===== src/rtl/fpu_pkg.sv =====
// Shared FPU definitions: op encoding, binary32 field constants, int32 saturation limits
// and the S1 register layout of the format-conversion unit.
package fpu_pkg;

   typedef enum logic {
      FCVT_ITOF = 1'b0,
      FCVT_FTOI = 1'b1
   } fcvt_op_e;

   localparam int FP_BIAS   = 127;
   localparam int FP_FRAC_W = 23;
   localparam int FP_EXP_W  = 8;

   localparam logic [31:0] INT_MAX = 32'h7FFFFFFF;
   localparam logic [31:0] INT_MIN = 32'h80000000;

   // mag holds |int| for itof or the 24-bit significand for ftoi; sh is the leading-zero
   // count for itof or the significand shift distance for ftoi.
   typedef struct packed {
      fcvt_op_e    op;
      logic        sgn;
      logic        zero;
      logic        sat;
      logic        shl;
      logic [5:0]  sh;
      logic [31:0] mag;
   } fcvt_s1_t;

endpackage


===== src/rtl/fcvt_lzc32.sv =====
// Combinational 32-bit leading-zero counter; an all-zero input yields 32.
module lzc32 (
   input  logic [31:0] a_i,
   output logic [5:0]  cnt_o
);

   always_comb begin
      cnt_o = 6'd32;
      for (int i = 0; i < 32; i++) begin
         if (a_i[i]) cnt_o = 6'(31 - i);
      end
   end

endmodule


===== src/rtl/fcvt.sv =====
// Two-stage int32 <-> binary32 converter with valid/ready backpressure.
// Define FCVT_ROUND_NEAREST_EN for round-to-nearest-even; otherwise results truncate toward zero.
module fcvt
   import fpu_pkg::*;
(
   input  logic        clk,
   input  logic        rstn,
   input  logic        in_valid,
   output logic        in_ready,
   input  logic        op,
   input  logic [31:0] x,
   output logic        out_valid,
   input  logic        out_ready,
   output logic [31:0] y
);

`ifdef FCVT_ROUND_NEAREST_EN
   localparam logic RNE = 1'b1;
`else
   localparam logic RNE = 1'b0;
`endif

   localparam logic [7:0] EXP_INT_TOP = 8'(FP_BIAS + 31);
   localparam logic [7:0] EXP_UNIT    = 8'(FP_BIAS + FP_FRAC_W);

   function automatic logic rnd_inc(input logic lsb, input logic rbit, input logic sticky);
      return RNE & rbit & (sticky | lsb);
   endfunction

   logic                  vld_p1_q, vld_p2_q;
   logic                  adv;
   fcvt_s1_t              s1_p1_d, s1_p1_q;
   logic [31:0]           y_d, y_q;

   logic [FP_EXP_W-1:0]   xe_p0;
   logic [31:0]           imag_p0;
   logic [5:0]            lz_p0;
   logic [7:0]            zlim_p0;

   assign adv       = !vld_p2_q || out_ready;
   assign in_ready  = adv;
   assign out_valid = vld_p2_q;
   assign y         = y_q;

   // ---- S1: classify, magnitude, leading-zero count / shift distance ----
   assign xe_p0   = x[FP_FRAC_W +: FP_EXP_W];
   assign imag_p0 = x[31] ? (~x + 32'd1) : x;
   // Round-to-nearest lets e = 126 (0.5..1.0) reach magnitude 1.
   assign zlim_p0 = RNE ? 8'(FP_BIAS - 1) : 8'(FP_BIAS);

   lzc32 u_lzc (
      .a_i   (imag_p0),
      .cnt_o (lz_p0)
   );

   always_comb begin
      s1_p1_d      = '0;
      s1_p1_d.op   = fcvt_op_e'(op);
      s1_p1_d.sgn  = x[31];
      s1_p1_d.mag  = imag_p0;
      s1_p1_d.sh   = lz_p0;
      s1_p1_d.zero = (x == 32'd0);
      if (fcvt_op_e'(op) == FCVT_FTOI) begin
         s1_p1_d.mag  = {8'd0, 1'b1, x[FP_FRAC_W-1:0]};
         s1_p1_d.zero = (xe_p0 < zlim_p0);
         s1_p1_d.sat  = (xe_p0 >= EXP_INT_TOP);
         s1_p1_d.shl  = (xe_p0 >= EXP_UNIT);
         s1_p1_d.sh   = s1_p1_d.shl ? 6'(xe_p0 - EXP_UNIT) : 6'(EXP_UNIT - xe_p0);
      end
   end

   // ---- S2: shift, round, pack ----
   logic [31:0]        lsh_p1;
   logic [63:0]        rsh_p1;
   logic               inc_i_p1, inc_f_p1, carry_p1;
   logic [22:0]        frac_p1;
   logic [7:0]         exp_p1;
   logic [31:0]        fmag_p1;
   logic signed [31:0] ires_p1;

   assign lsh_p1 = s1_p1_q.mag << s1_p1_q.sh;
   assign rsh_p1 = {s1_p1_q.mag, 32'd0} >> s1_p1_q.sh;

   always_comb begin
      inc_i_p1            = rnd_inc(lsh_p1[8], lsh_p1[7], |lsh_p1[6:0]);
      {carry_p1, frac_p1} = {1'b0, lsh_p1[30:8]} + {23'd0, inc_i_p1};
      exp_p1              = EXP_INT_TOP - {2'b00, s1_p1_q.sh} + {7'd0, carry_p1};

      inc_f_p1 = rnd_inc(rsh_p1[32], rsh_p1[31], |rsh_p1[30:0]);
      fmag_p1  = s1_p1_q.shl ? lsh_p1 : (rsh_p1[63:32] + {31'd0, inc_f_p1});
      ires_p1  = s1_p1_q.sgn ? -$signed(fmag_p1) : $signed(fmag_p1);

      y_d = 32'd0;
      if (!s1_p1_q.zero) begin
         if (s1_p1_q.op == FCVT_ITOF) y_d = {s1_p1_q.sgn, exp_p1, frac_p1};
         else if (s1_p1_q.sat)        y_d = s1_p1_q.sgn ? INT_MIN : INT_MAX;
         else                         y_d = ires_p1;
      end
   end

   always_ff @(posedge clk or negedge rstn) begin
      if (!rstn) begin
         vld_p1_q <= 1'b0;
         vld_p2_q <= 1'b0;
         y_q      <= 32'd0;
      end else if (adv) begin
         vld_p1_q <= in_valid;
         vld_p2_q <= vld_p1_q;
         y_q      <= y_d;
      end
   end

   always_ff @(posedge clk) begin
      if (adv) s1_p1_q <= s1_p1_d;
   end

endmodule


===== config.mk =====
export PLATFORM = sky130hd
export DESIGN_NAME = fcvt
export DESIGN_NICKNAME = d
export VERILOG_FILES = /design/src/rtl/fpu_pkg.sv /design/src/rtl/fcvt_lzc32.sv /design/src/rtl/fcvt.sv
export SDC_FILE = /design/constraint.sdc
export NUM_CORES = 1
export LEC_CHECK = 0
export CAP_MARGIN = 5
export CORE_MARGIN = 4
export CORE_UTILIZATION = 58
export DETAILED_ROUTE_END_ITERATION = 7
export PLACE_DENSITY = 0.78
export SETUP_SLACK_MARGIN = 0.2
export SLEW_MARGIN = 40
export SYNTH_ARGS = -nofsm -noshare
export SYNTH_HDL_FRONTEND = slang
export SYNTH_HIERARCHICAL = 1
export SYNTH_SLANG_ARGS = --single-unit

===== constraint.sdc =====
create_clock -name clk -period 5.56 [get_ports clk]
set_clock_uncertainty 0.15 [all_clocks]
set_input_delay 1.668 -clock clk [delete_from_list [all_inputs] [get_ports clk]]
set_output_delay 1.668 -clock clk [all_outputs]
set_load 0.02 [all_outputs]

==> results.yml <==
timing:
  tns_ns: 0
  slew_violations: 0
  setup_violations: 0
  worst-slew-pin-transition_ns: 0.840
  whs_ns: 0.313
  max_freq_ghz: 0.190
  rsz0062_at_grt: "yes"
  hold_viol_final: 0
  slew_headroom_pct: 43.3
  fin_crit_sh_pct: 94.5
  worst_slack_ns: 0.303
  period_minus_slack_ns: 5.26
final_layout:
  drive_gt1_share_pct: 18.2
  nets: 1332
  final_util_pct: 68.6
  register_area_um2: 2140
  n_fill_cell: 1424
  area_growth_syn_to_layout_pct: 15.5
  finalInstanceArea_um2: 12000
  finalNonFillerCells: 1516
  antenna_cells: 0
  multiInputGateArea_um2: 7700
yosys:
  seq_area_frac_synth_pct: 20.7
  yosys-top-cells-area: "edfxtp_1 (12%), mux4_2 (9.8%), dfrtp_1 (8.2%)"
  yosysMostFrequentCell: "nand2_1"
  yosys_warnings: 6
  async_reset_ff_share_pct: 44.2
  ys_ff_latch: 77
  syn_nets: 1262
  synth_top_flop_cell: "edfxtp_1"
  ys_top_cells_by_count: "nand2_1 (137), nor2_1 (100), mux2i_1 (84), xnor2_1 (69), clkbuf_1 (62)"
  syn-cell-area_um2: 10300
  post-synth-top-area-cell: "edfxtp_1"
  synthDistinctLibCells: 86
  synth_edf_count: 43
  synth_top_area_share_pct: 12.5
  synthCells: 1216
  post_synth.cell_area_avg_um2: 8.51
placed_design:
  dpl_cell_area_um2: 11600
  dp_slack_ns: -0.199
  place_hpwl_mm: 32.6
  placed_cells: 1499
  place_congestion: 1.13
  io_buffers: 70
routing:
  first_iter_violations: 1916
  drt_wl_total_mm: 42.3
  route.detailed.drc: 0
  firstDrtPassIters: 6
  wire_per_inst_um: 27.9
  vias: 11400
  vias_per_cell: 7.51
  ant_nets: 0
clock_network:
  cts_tree: "yes"
  htreeDepth: 3
  root_buffer: "clkbuf_16"
  cts_inserted_buffers: 9
  worstSkewPairLatency_ns: 0.36
  clock-sinks: 77
  worst_setup_hold_path_clk_slew_ns: 0.07
  clk_path_buf_depth: 2
floorplan:
  fp.dieH_um: 142
  ios: 71
  die_w_um: 142
  start_util_pct: 59.4
  core_um2: 17400
  die_area_um2: 20000
  fp-row-count: 48
grt:
  grt_use_total_pct: 41.2
  use_met3_pct: 10.0
  grt_overflow: 0
  antenna_found_initial: 0
  met1_usage_pct: 53.2
  grt_max_degree: 54
  grt.met2_usage_pct: 63.6
  grt_pass1_vias: 10400
  grt.busiest_layer: "met2"
  grt_pass1_wl_mm: 63.5
power:
  power_density_nw_per_um2: 317
  power.share.clock_pct: 15.8
  combinationalPowerShare_pct: 61.5
  p_switching_mw: 1.81
  seqPwrFrac_pct: 22.7
  p_total_mw: 3.79
  p_leak_nw: 4.58
  switching_share_pct: 47.7
  internal_power_mw: 1.98
  peakVddDrop_v: 0.000198
worst_setup_path:
  cp_max_fo: 5
  crit_arrival_ns: 5.33
  critPathMaxStageDelay_ns: 0.49
  required_ns: 5.63
  critical_path_class: "in2reg"
  cp-end-kind: "flip-flop"
  crit_slowest_cell: "or4_1"
  cp-start-kind: "input port"
  crit_chain: "clkdlybuf4s50_1 > inv_1 > ha_1 > nand2_1 > or3_1 > nand3b_1 > or3_4 > nand4b_1 > o31a_1 > xor2_2 > o31ai_2 > or4_1 > nor3_1 > a21o_1 > mux2_2"
flow_run:
  cap_viol_max_count: 0
status:
  outcome: "complete, no violations"
worst_hold_path:
  hold_path.class: "reg2reg"
## logic make-up after synthesis
family                     count (synthesis)  synth area share [%]
AOI/OAI and AO/OA                        317                  22.0
xor gates and xnor gates                  79                  6.69
adders and majority gates                  9                  1.09
buffers and inverters                    126                  5.86
DFF                                       77                  20.7
muxes                                    167                  22.2
and+or+nand+nor                          441                  21.5
## worst paths after layout
kind                                  start     endpoint  slack (ns)  cells after the start
max in group asynchronous              rstn        y[31]        3.37                      2
worst max register to register  s1_p1_q[32]        y[30]        0.73                     12
worst min-delay path                   y[6]         y[6]        0.31                      2
worst min register to register         y[6]         y[6]        0.31                      2
worst max-delay path                   x[0]  s1_p1_q[33]        0.30                     15
min in group asynchronous              rstn         y[3]        1.57                      2
## placed cells by master (no fill, tap or decap), types with 9 or more instances in the layout
cell / Yosys / layout
nand2_1: 137 / 137
nor2_1: 100 / 98
buf_4: 3 / 91
mux2i_1: 84 / 84
clkdlybuf4s50_1: 0 / 69
xnor2_1: 69 / 67
a21oi_1: 60 / 60
mux4_2: 45 / 45
edfxtp_1: 43 / 43
o21ai_0: 42 / 41
mux2_2: 34 / 34
dfrtp_1: 34 / 34
nor3_1: 30 / 30
nand3_1: 23 / 23
o31ai_1: 24 / 22
o221ai_1: 19 / 19
nand2b_1: 18 / 17
a211oi_1: 17 / 17
and2_1: 17 / 17
nand4_1: 16 / 16
and3_1: 14 / 14
nor2b_1: 15 / 14
inv_1: 15 / 14
nor4_1: 16 / 14
a22oi_1: 14 / 14
o22ai_1: 12 / 12
or3_1: 13 / 11
a21o_1: 10 / 10
a31oi_1: 10 / 10
o211ai_1: 10 / 10
clkbuf_16: 0 / 10
a32oi_1: 9 / 9
xor2_1: 10 / 9
or4_1: 9 / 9
o32ai_1: 10 / 9
ha_1: 9 / 9
## power by group through the flow
| stage | clock network (mW) | logic [mW] | registers [mW] |
|---|---|---|---|
| 3_5_place_dp | 0 | 2.22 | 0.859 |
| 6_report | 0.599 | 2.33 | 0.859 |
| 5_1_grt | 0.628 | 2.42 | 0.868 |
| 3_3_place_gp | 0 | 2.21 | 0.851 |
| 2_1_floorplan | 0 | 1.40 | 0.868 |
| 4_1_cts | 0.604 | 2.23 | 0.849 |
## state kept, by name (all words and copies together), names as in the netlist
| name | cells |
|---|---|
| vld_p1_q | 1 |
| y | 32 |
| out_valid | 1 |
| s1_p1_q | 43 |
## worst max-delay path: cells and delay by family
family,cells,cell delay [ns]
mux,1,0.13
buf+inv,2,0.51
simple gates,7,1.96
compound gates,3,0.58
fa+ha+maj,1,0.16
xor+xnor,1,0.31
## routing by layer
metal	vias to the layer above	routed length, µm
met4	0	2950
met5	-	0
met1	5377	15300
met3	193	5300
li1	4826	-
met2	992	18700
## timing repair
item,in CTS,in global routing
pin swaps,0,6
hold buffers,0,0
gates resized for setup,1,16
setup buffers,0,1
endpoints found under the setup margin,1,6
## layout make-up
class	count	share of cell area, %
clock inverter	6	0.408
sequential	77	17.9
clock buffer	10	2.09
timing repair buffer	164	12.1
tap	225	2.36
multi-input combinational	1013	64.5
inverter	21	0.659
Note: power is estimated with default switching activity, not from simulation.
